<file path="src/rtl/sync_ring_dco.sv">
`default_nettype none
// ============================================================================
//  Module   : sync_ring_dco
//  Purpose  : Synchronous ring DCO. Half-period = DIV*(coarse+1) + fine clk
//             cycles. The control word is adopted only at rising boundaries,
//             so each output period is glitch-free. Provides clean start/stop,
//             a period strobe and optional fractional dithering.
//  Options  : DCO_DITHER_EN - when defined, a FRAC_W-bit accumulator adds the
//             frac field once per period and a carry stretches that period's
//             LOW half by one cycle. When undefined the frac bits are ignored.
//  Revision : 1.0 - initial release
// ============================================================================
module sync_ring_dco #(
    parameter int COARSE_W = 6,
    parameter int FINE_W   = 2,
    parameter int FRAC_W   = 4,
    parameter int DIV      = 4,
    localparam int CODE_W  = COARSE_W + FINE_W + FRAC_W,
    localparam int CNT_W   = $clog2(DIV * (2 ** COARSE_W) + (2 ** FINE_W)) + 1
) (
    input  logic              clk,
    input  logic              rst_n,
    input  logic              enable,
    input  logic [CODE_W-1:0] code,
    output logic              out_clk,
    output logic              period_start,
    output logic              running
);

    typedef enum logic [1:0] {
        ST_IDLE = 2'd0,
        ST_HIGH = 2'd1,
        ST_LOW  = 2'd2
    } state_t;

    state_t            state_q;
    logic [CNT_W-1:0]  cnt_q;
    logic [CODE_W-1:0] code_q;
    logic              out_clk_q;
    logic              period_start_q;
    logic              running_q;

    // Half-period length in clk cycles for a given coarse/fine pair.
    function automatic logic [CNT_W-1:0] half_of(
        input logic [COARSE_W-1:0] coarse,
        input logic [FINE_W-1:0]   fine
    );
        return CNT_W'(DIV) * (CNT_W'(coarse) + CNT_W'(1)) + CNT_W'(fine);
    endfunction

    logic [CNT_W-1:0] half_in;   // from the live code input (used when latching)
    logic [CNT_W-1:0] half_lat;  // from the latched code (used for the LOW half)
    logic             lo_ext;    // one extra LOW cycle from a dither carry
    logic [CNT_W-1:0] lo_ext_cnt;
    logic             cnt_zero;
    logic             rise_evt;  // edge at which a new period begins
    logic             stop_evt;  // edge at which the oscillator parks in IDLE

    assign half_in    = half_of(code[CODE_W-1 -: COARSE_W], code[FRAC_W +: FINE_W]);
    assign half_lat   = half_of(code_q[CODE_W-1 -: COARSE_W], code_q[FRAC_W +: FINE_W]);
    assign lo_ext_cnt = {{(CNT_W-1){1'b0}}, lo_ext};
    assign cnt_zero   = (cnt_q == '0);
    assign rise_evt   = enable && ((state_q == ST_IDLE) || ((state_q == ST_LOW) && cnt_zero));
    assign stop_evt   = !enable && (state_q == ST_LOW) && cnt_zero;

`ifdef DCO_DITHER_EN
    logic [FRAC_W-1:0] acc_q;
    logic              carry_q;
    logic [FRAC_W:0]   acc_sum;

    assign acc_sum = {1'b0, acc_q} + {1'b0, code[FRAC_W-1:0]};
    assign lo_ext  = carry_q;

    // Accumulate the fraction once per period; the carry stretches the coming LOW half.
    always_ff @(posedge clk or negedge rst_n) begin
        if (!rst_n) begin
            acc_q   <= '0;
            carry_q <= 1'b0;
        end else if (rise_evt) begin
            acc_q   <= acc_sum[FRAC_W-1:0];
            carry_q <= acc_sum[FRAC_W];
        end else if (stop_evt) begin
            acc_q   <= '0;
            carry_q <= 1'b0;
        end
    end
`else
    assign lo_ext = 1'b0;
`endif

    // Frac bits of the latched word are informational only (dither reads the live input).
    logic unused_frac;
    assign unused_frac = ^code_q[FRAC_W-1:0];

    // Oscillator FSM: times each half with a down-counter, all outputs registered.
    always_ff @(posedge clk or negedge rst_n) begin
        if (!rst_n) begin
            state_q        <= ST_IDLE;
            cnt_q          <= '0;
            code_q         <= '0;
            out_clk_q      <= 1'b0;
            period_start_q <= 1'b0;
            running_q      <= 1'b0;
        end else begin
            period_start_q <= 1'b0;
            case (state_q)
                ST_IDLE: begin
                    if (enable) begin
                        state_q        <= ST_HIGH;
                        code_q         <= code;
                        cnt_q          <= half_in - CNT_W'(1);
                        out_clk_q      <= 1'b1;
                        period_start_q <= 1'b1;
                        running_q      <= 1'b1;
                    end
                end
                ST_HIGH: begin
                    if (cnt_zero) begin
                        state_q   <= ST_LOW;
                        cnt_q     <= half_lat - CNT_W'(1) + lo_ext_cnt;
                        out_clk_q <= 1'b0;
                    end else begin
                        cnt_q <= cnt_q - CNT_W'(1);
                    end
                end
                ST_LOW: begin
                    if (!cnt_zero) begin
                        cnt_q <= cnt_q - CNT_W'(1);
                    end else if (enable) begin
                        // Rising boundary: the only point where a new code is adopted.
                        state_q        <= ST_HIGH;
                        code_q         <= code;
                        cnt_q          <= half_in - CNT_W'(1);
                        out_clk_q      <= 1'b1;
                        period_start_q <= 1'b1;
                    end else begin
                        // Stop exactly where the next rise would have been.
                        state_q   <= ST_IDLE;
                        running_q <= 1'b0;
                    end
                end
                default: begin
                    state_q   <= ST_IDLE;
                    cnt_q     <= '0;
                    out_clk_q <= 1'b0;
                    running_q <= 1'b0;
                end
            endcase
        end
    end

    assign out_clk      = out_clk_q;
    assign period_start = period_start_q;
    assign running      = running_q;

endmodule
`default_nettype wire

</file>
<file path="config.mk">
export PLATFORM = sky130hd
export DESIGN_NAME = sync_ring_dco
export DESIGN_NICKNAME = d
export VERILOG_FILES = /design/src/rtl/sync_ring_dco.sv
export SDC_FILE = /design/constraint.sdc
export NUM_CORES = 1
export LEC_CHECK = 0
export ABC_CLOCK_PERIOD_IN_PS = 2430
export CAP_MARGIN = 15
export CORE_MARGIN = 2
export CORE_UTILIZATION = 45
export DETAILED_ROUTE_END_ITERATION = 16
export GPL_ROUTABILITY_DRIVEN = 0
export PLACE_DENSITY_LB_ADDON = 0.08
export SLEW_MARGIN = 20
export SYNTH_ARGS = -nofsm -noshare
export SYNTH_HDL_FRONTEND = slang
export SYNTH_SLANG_ARGS = --single-unit
</file>
<file path="constraint.sdc">
create_clock -name clk -period 2.43 [get_ports clk]
set_input_delay 0.3645 -clock clk [delete_from_list [all_inputs] [get_ports clk]]
set_output_delay 0.3645 -clock clk [all_outputs]
set_load 0.02 [all_outputs]
</file>
* After elaboration in Yosys (flattened, before gate mapping)
Index checks and enable logic that the tools add are counted.
Word-level totals: flip-flop bits (word level) 27, output and inout bits 3, logic and storage cells 50
Operators by class: $add $sub $neg 7, eq/ne operators 6, mux-type cells 23, bitwise operators 1, reduce and logical (&&, ||, !) cells 7
Operator list (count):
- $mux W10 | 3
- $pmux W10 S3 | 1
- $sub A10 B1 Y10 const B | 3
- $mux W12 | 2
- $pmux W12 S2 | 1
- $add A9 B2 Y10 | 2
- $add A6 B1 Y7 const B | 2
- $logic_not A10 Y1 | 1
- $mux W1 | 9
- $ne A2 B2 Y1 const B | 4
- $mux W2 | 3
- $pmux W1 S3 | 2
- $pmux W2 S3 | 1
- $reduce_and A2 Y1 | 2
- $reduce_and A4 Y1 | 1
- $reduce_and A3 Y1 | 1
- $eq A2 B1 Y1 const B | 1
- $eq A2 B2 Y1 const B | 1
- $logic_not A2 Y1 | 1
- $pmux W1 S2 | 1
- $reduce_bool A2 Y1 | 1
- $not A1 Y1 | 1

* Longest topological paths before layout
depth after elaboration 6, depth in mapped cells 10, gate-level depth less buffers 8

* Least setup slack after synthesis
OpenSTA, ideal clock, no wires.
kind register -> register, from reg cnt_q[0], to reg code_q[10], library setup time 125 ps, data arrival time 1836 ps, data required time 2305 ps, path slack 468 ps, stages on the path, launching flop included 9, buffers on the path 1, period minus slack after synthesis 1962 ps, cell sequence dfrtp_1 -> inv_1 -> ha_1 -> nor3b_4 -> nand3_2 -> and2_4 -> nand2b_4 -> buf_6 -> mux2_4
On the way: cells in the longest elaborated chain, start to end 3
Ends and longest elaborated chain:
- start: declaration | line 37 | logic [CNT_W-1:0] cnt_q;
- start signal: assignment | line 111 | cnt_q <= half_in - CNT_W'(1);
- start signal: assignment | line 120 | cnt_q <= half_lat - CNT_W'(1) + lo_ext_cnt;
- start signal: assignment | line 123 | cnt_q <= cnt_q - CNT_W'(1);
- $logic_not A10 Y1 | line 62 | assign cnt_zero = (cnt_q == '0);
- $ne A2 B2 Y1 (no source line)
- $reduce_and A2 Y1 (no source line)
- end signal: assignment | line 110 | code_q <= code;
- end signal: assignment | line 132 | code_q <= code;
- end: declaration | line 38 | logic [CODE_W-1:0] code_q;
Every way passes these cells. A chain may end at the register's enable or synchronous reset.

* Worst setup path after layout
from reg cnt_q[1], to reg cnt_q[7]
On the way: cells in the longest elaborated chain, start to end 3, elaborated cells between the ends (all ways) 5, those cells by class 1 x add/sub; 3 x mux; 1 x reduce/logical
Ends and longest elaborated chain:
- $sub A10 B1 Y10 / $logic_not A10 Y1 (equally long branches) | line 123, 128, 62
- $mux W10 (on tied branches) | line 127, 118
- $pmux W10 S3 * | line 106 | case (state_q)
Every way passes the cells marked *; elsewhere a longest branch is shown, timed or not.

==> impl_results.md <==
- Status: complete, no violations
- Worst EP required: around 2600 ps
- Antenna Nets Post-Route: 0
- Critical Path Start Type: flip-flop
- Number of buffers and inverters on the critical path: 0
- Gr ovfl total: 0
- PortBufs: 13
- Num rows: 24
- DR vias: between 1,500 and 2,000
- Hold_buf cts: 0
- DRT Pass-1 Iters: 4
- Primary FF master, synth: dfrtp_1
- Cell Area, Synth: 2096 um^2
- All-Layer GR Usage: 0.2111
- Post-synth EDFFs: 0
- Synth top area share: 0.2746
- NumNets Final: about 280
- Final Hold Viols: 0
- Synth Register Bits: 23
- Crit path capture type: flip-flop
- CTS resizes: 0
- IO Pins: 18
- Fin crit period: ~2100 ps
- Core Region: about 4400 um^2
- Clock root cell: clkbuf_8
- Dpl hpwl: between 3 and 4 mm
- Syn Inst Count: ~250
- Clock transition at path regs: 100 ps
- Critical path, cell by cell: or2_2 > nor4b_1 > mux2_2 > a21oi_1 > o21ai_0 > a211o_1
- Slew Limit Fails: 0
- Max_cap viols: 0
- Top delay family on crit path: simple AND/OR/NAND/NOR gates
- Hold Path Class: primary input to asynchronous set/reset pin
- Setup Fix Bufs, Post-CTS: 0
- Initial antenna violation count: 0
- Full die area: 5219 um^2
- Via/cell ratio: just under 6
- CTS tree: done
- Post-synth top cells: nor2_1 (27), dfrtp_1 (23), nand2_1 (19), xnor2_1 (16), o21ai_0 (14)
- Residual DRC: 0
- Core Util, Final: 0.5281
- WP data arrival: roughly 2300 ps
- Ys async rst share: 1.000
- CTS Buffer Depth: 2
- Register area share after synthesis: 0.2746
- Share of layout cells above drive strength 1: 0.1412
- RSZ-0062 raised after global routing: no
- Fmax: roughly 470 MHz
- CTS Buf Count: 3
- Syn Nets: 273
- Clock Skews: approximately 4.5 ps
- R2R Setup Slk: a little over 300 ps
- Global-route wire length before repair: approximately 8.6 mm
- DRT iter0 DRCs: 100
- Critical Setup Path Class: flip-flop to flip-flop
- Routed length per instance: 15.94 um
- Largest net degree at the start of global routing: 24
- Design Power: 2195 uW
- Final cycle utilization of the critical path: 0.8717
- Clk sinks: 23
- Number of global-route vias before repair: roughly 1,800
- Syn avg cell area: approximately 8.3 um^2
- Synth Warn #: 0
- Most common cell in the netlist: nor2_1
- Die W: about 72 um
- H-tree levels: 1
- VDD IR max: around 0.4 mV
- Vert. Die Dim: around 72 um
- Cell Pwr Density: between 900 and 1000 nW/um^2
- Area delta synth->final: 11.22%
- Worst-margin pin slew: 498.6 ps
- Relative slew slack: 0.6676
- Clock network latency to the later pin of the worst-skew pair: about 270 ps
- Worst-path fanout max: 5
- Largest cells by area after synthesis: dfrtp_1 (27%), xnor2_1 (6.7%), nor2_1 (4.8%), ha_1 (3.6%), nand2_1 (3.4%)
- Distinct cell type count after synthesis: 54
- Yosys top cell by area: dfrtp_1
- Initial Util: 0.4748
- Slowest Stage Delay on Critical Path: roughly 460 ps
- Final setup viols: 0
- P_leak: 0.0009459 uW
- Slowest CP cell: dfrtp_1
- Fillcell total: approximately 450
- # diodes: 0
- WL final: 5.005 mm
==> where the power goes <==
part | internal, uW | switching [uW] | leakage [uW] | total (uW)
clock network | 116 | 148 | 0.0000217 | 265
logic | 586 | 534 | 0.000656 | 1120
registers | 547 | 263 | 0.000269 | 810
==> layout by cell type, fill, tap and decap left out, drive strengths merged, types with 7 or more instances in the layout <==
cell | Yosys | final
clkdlybuf4s50 | 0 | 13
o21ai | 16 | 16
xnor2 | 16 | 16
mux2i | 7 | 7
mux2 | 8 | 8
nor2 | 27 | 27
o22ai | 7 | 7
dfrtp | 23 | 23
nand2 | 19 | 19
a21oi | 13 | 13
nor3b | 7 | 7
nand3 | 8 | 8
inv | 11 | 11
buf | 8 | 11
==> metrics by stage <==
| step | area (um^2) | worst slack [ps] | setup TNS [ps] | std cells | hold WS (ps) |
|---|---|---|---|---|---|
| 3_5_place_dp | 2282 | -13.52 | -21.74 | 310 | 512.8 |
| 3_3_place_gp | 2282 | 15.62 | 0 | 310 | 505.8 |
| 2_1_floorplan | 2096 | 468.5 | 0 | 252 | 68.91 |
| 4_1_cts | 2331 | 267.4 | 0 | 314 | 453.7 |
| 6_report | 2331 | 311.9 | 0 | 314 | 440.1 |
| 5_1_grt | 2331 | 110.8 | 0 | 314 | 463.4 |
==> sequential cells by signal, indices dropped and copies added, names as in the netlist <==
register / count
running: 1
out_clk: 1
state_q: 2
period_start: 1
cnt_q: 10
code_q: 8
==> area by class of cell <==
cell class              count  area [um^2]  share of cell area
multi-input cells         200         1388              0.5953
flip-flops and latches     23        575.6              0.2469
repair buffers             24        212.7             0.09125
well taps                  52        65.06             0.02791
clock buffers               3        41.29             0.01771
inverters                  11        41.29             0.01771
clock inverters             1        7.507            0.003221
==> layer usage <==
metal,share of wire,vias to the layer above,global-route usage
li1,-,920,-
met1,0.49,860,0.2944
met2,0.47,36,0.3456
met5,0,-,0
met4,0.014,0,0.06499
met3,0.030,6,0.02083
==> worst register-to-register path, cell delays in order, from the launching register on <==
cell and delay (ps):
dfrtp_1 460, or2_2 340, nor4b_1 340, mux2_2 390
a21oi_1 130, o21ai_0 80, a211o_1 280
==> path summary, 6_finish.rpt <==
path,from,endpoint,cells after the start
worst max-delay path,cnt_q[1],cnt_q[7],6
worst min-delay path,rst_n,period_start,2
worst max register to register,cnt_q[1],cnt_q[7],6
worst min register to register,code_q[5],code_q[5],2
max in group asynchronous,rst_n,code_q[9],2
min in group clk,code_q[5],code_q[5],2
==> cell families (layout without fill, tap and decap cells) <==
kind of cell,count (synthesis),count (layout),synth area share
multiplexers,15,15,0.08179
buffers and inverters,29,39,0.06328
adder cells (fa/ha/maj),6,6,0.03582
AND/OR/NAND/NOR,96,96,0.2621
XOR/XNOR,22,22,0.09194
flip-flops,23,23,0.2746
AO/OA/AOI/OAI,61,61,0.1905
Note: power is estimated with default switching activity, not from simulation.
==> RTL edit (same settings) <==
Build with the macro `DCO_DITHER_EN` defined.
--- a/src/rtl/sync_ring_dco.sv
+++ b/src/rtl/sync_ring_dco.sv
@@ -11,4 +11,6 @@
 //  Revision : 1.0 - initial release
 // ============================================================================
+`define DCO_DITHER_EN
+
 module sync_ring_dco #(
     parameter int COARSE_W = 6,
Formal check against the unedited RTL: no difference found for any inputs over 10 cycles, from zero or initial values and one cycle with rst_n low; that may be too few to reach the edited logic, so the function may still have changed.
==> RTL edit against the unedited design <==
Highest routed layer unchanged. Cell count is 24% higher. Total power is 9.5% higher. Setup slack worse by 0.24 ns. Design area is 27% higher. Sequential cell count is 5 higher. Area after synthesis is 15% higher. Routed wire length is 24% higher. Via count is 23% higher. Worst hold slack better by 0.034 ns. Sequential share of layout area is 0.94 points lower. Largest cell class unchanged.
==> RTL edit: results (changes against the unedited design) <==
placement:
  io_buffer_count: 17  # +4
  dp_hpwl_um: 4610  # +23%
global_route:
  use_met3: 0.0235  # +0.00270
  grt_util_met2: 0.331  # -0.0143
  grt_pass1_vias: 2184  # +24%
  grt_pass1_wl_um: 10800  # +26%
  grt_max_degree: 29  # +21%
  met1_usage: 0.344  # +0.0492
route:
  wl_met1_um: 3090  # +26%
  wl_met3_um: 323  # +120%
  avgViaCountPerCell: 5.76  # -0.73%
  wl_per_cell_um: 16.0  # +0.35%
power:
  pg_clk_w: 0.000388  # +46%
  power_frac_comb: 0.492  # -0.018
finish:
  buffers: 55  # +130%
  reg_top3: "cnt_q (10), code_q (8), acc_q (4)"
  layout.nets: 347  # +22%
  seq_share: 0.237  # -0.00942
  num-multi-input-gates: 217  # +8.5%
  n_all_inverters: 14  # +3
critical_path:
  r2r_setup_slack_ns: 0.07  # -0.24 ns
  cpMaxStageDelayCell: "or4b_2"
  critical_path_arrival_ns: 2.59  # +0.30 ns
  cpPeakStageDelay_ns: 0.72  # +0.26 ns
timing:
  skew_ns: 0.00670  # +0.00223 ns
  hold-worst-slack_ns: 0.474  # +0.0337 ns
  relSlewSlack: 0.649  # -0.0187
logic_synthesis:
  ys_seq_area_frac: 0.290  # +0.0155
run_status:
  status: "finished clean"
clock_network:
  cts_sinks: 28  # +22%
[RTL edit: cell types whose count changed after synthesis, moves of 6 or more]
| cell | before | now |
|---|---|---|
| ha_1 | 6 | 12 |
| clkbuf_1 | 10 | 16 |
| a211oi_1 | 0 | 8 |
| o22ai_1 | 7 | 1 |
[RTL edit: stage by stage]
stage	setup TNS [ns]	cells	setup WS, ns	total power [W]	area [um2]
after floorplan	0	282	0.0409	0.00164	2410
after global placement	-0.192	384	-0.192	0.00198	2860
after detailed placement	-0.186	384	-0.186	0.00199	2860
after CTS	0	388	0.0674	0.00238	2930
after global routing	-0.00160	388	-0.00160	0.00261	2950
final	0	388	0.0696	0.00240	2950
[RTL edit: how the worst max path moves through the flow]
stage / startpoint / endpoint / slack (ns)
after detailed placement: code[6] / cnt_q[9]$_DFF_PN0_ / -0.19
after CTS: cnt_q[0]$_DFF_PN0_ / cnt_q[8]$_DFF_PN0_ / 0.07
after global placement: code[6] / cnt_q[9]$_DFF_PN0_ / -0.19
final: cnt_q[1]$_DFF_PN0_ / cnt_q[9]$_DFF_PN0_ / 0.07
after global routing: cnt_q[0]$_DFF_PN0_ / cnt_q[5]$_DFF_PN0_ / -0.002
after floorplan: cnt_q[0]$_DFF_PN0_ / code_q[6]$_DFFE_PN0P_ / 0.04
[RTL edit: cell families after synthesis]
| family | count (synthesis) | synth area share |
|---|---|---|
| xor+xnor | 20 | 0.0725 |
| compound gates | 89 | 0.264 |
| fa+ha+maj | 13 | 0.0705 |
| buf+inv | 37 | 0.0679 |
| mux | 9 | 0.0409 |
| flops | 28 | 0.290 |
| simple gates | 86 | 0.194 |
[RTL edit: worst reg2reg max path, delay by kind of cell, from the launching register on]
kind	cells	cell delay (ns)
and+or+nand+nor	2	1.37
buffers and inverters	1	0.14
DFF	1	0.39
AOI/OAI and AO/OA	3	0.40
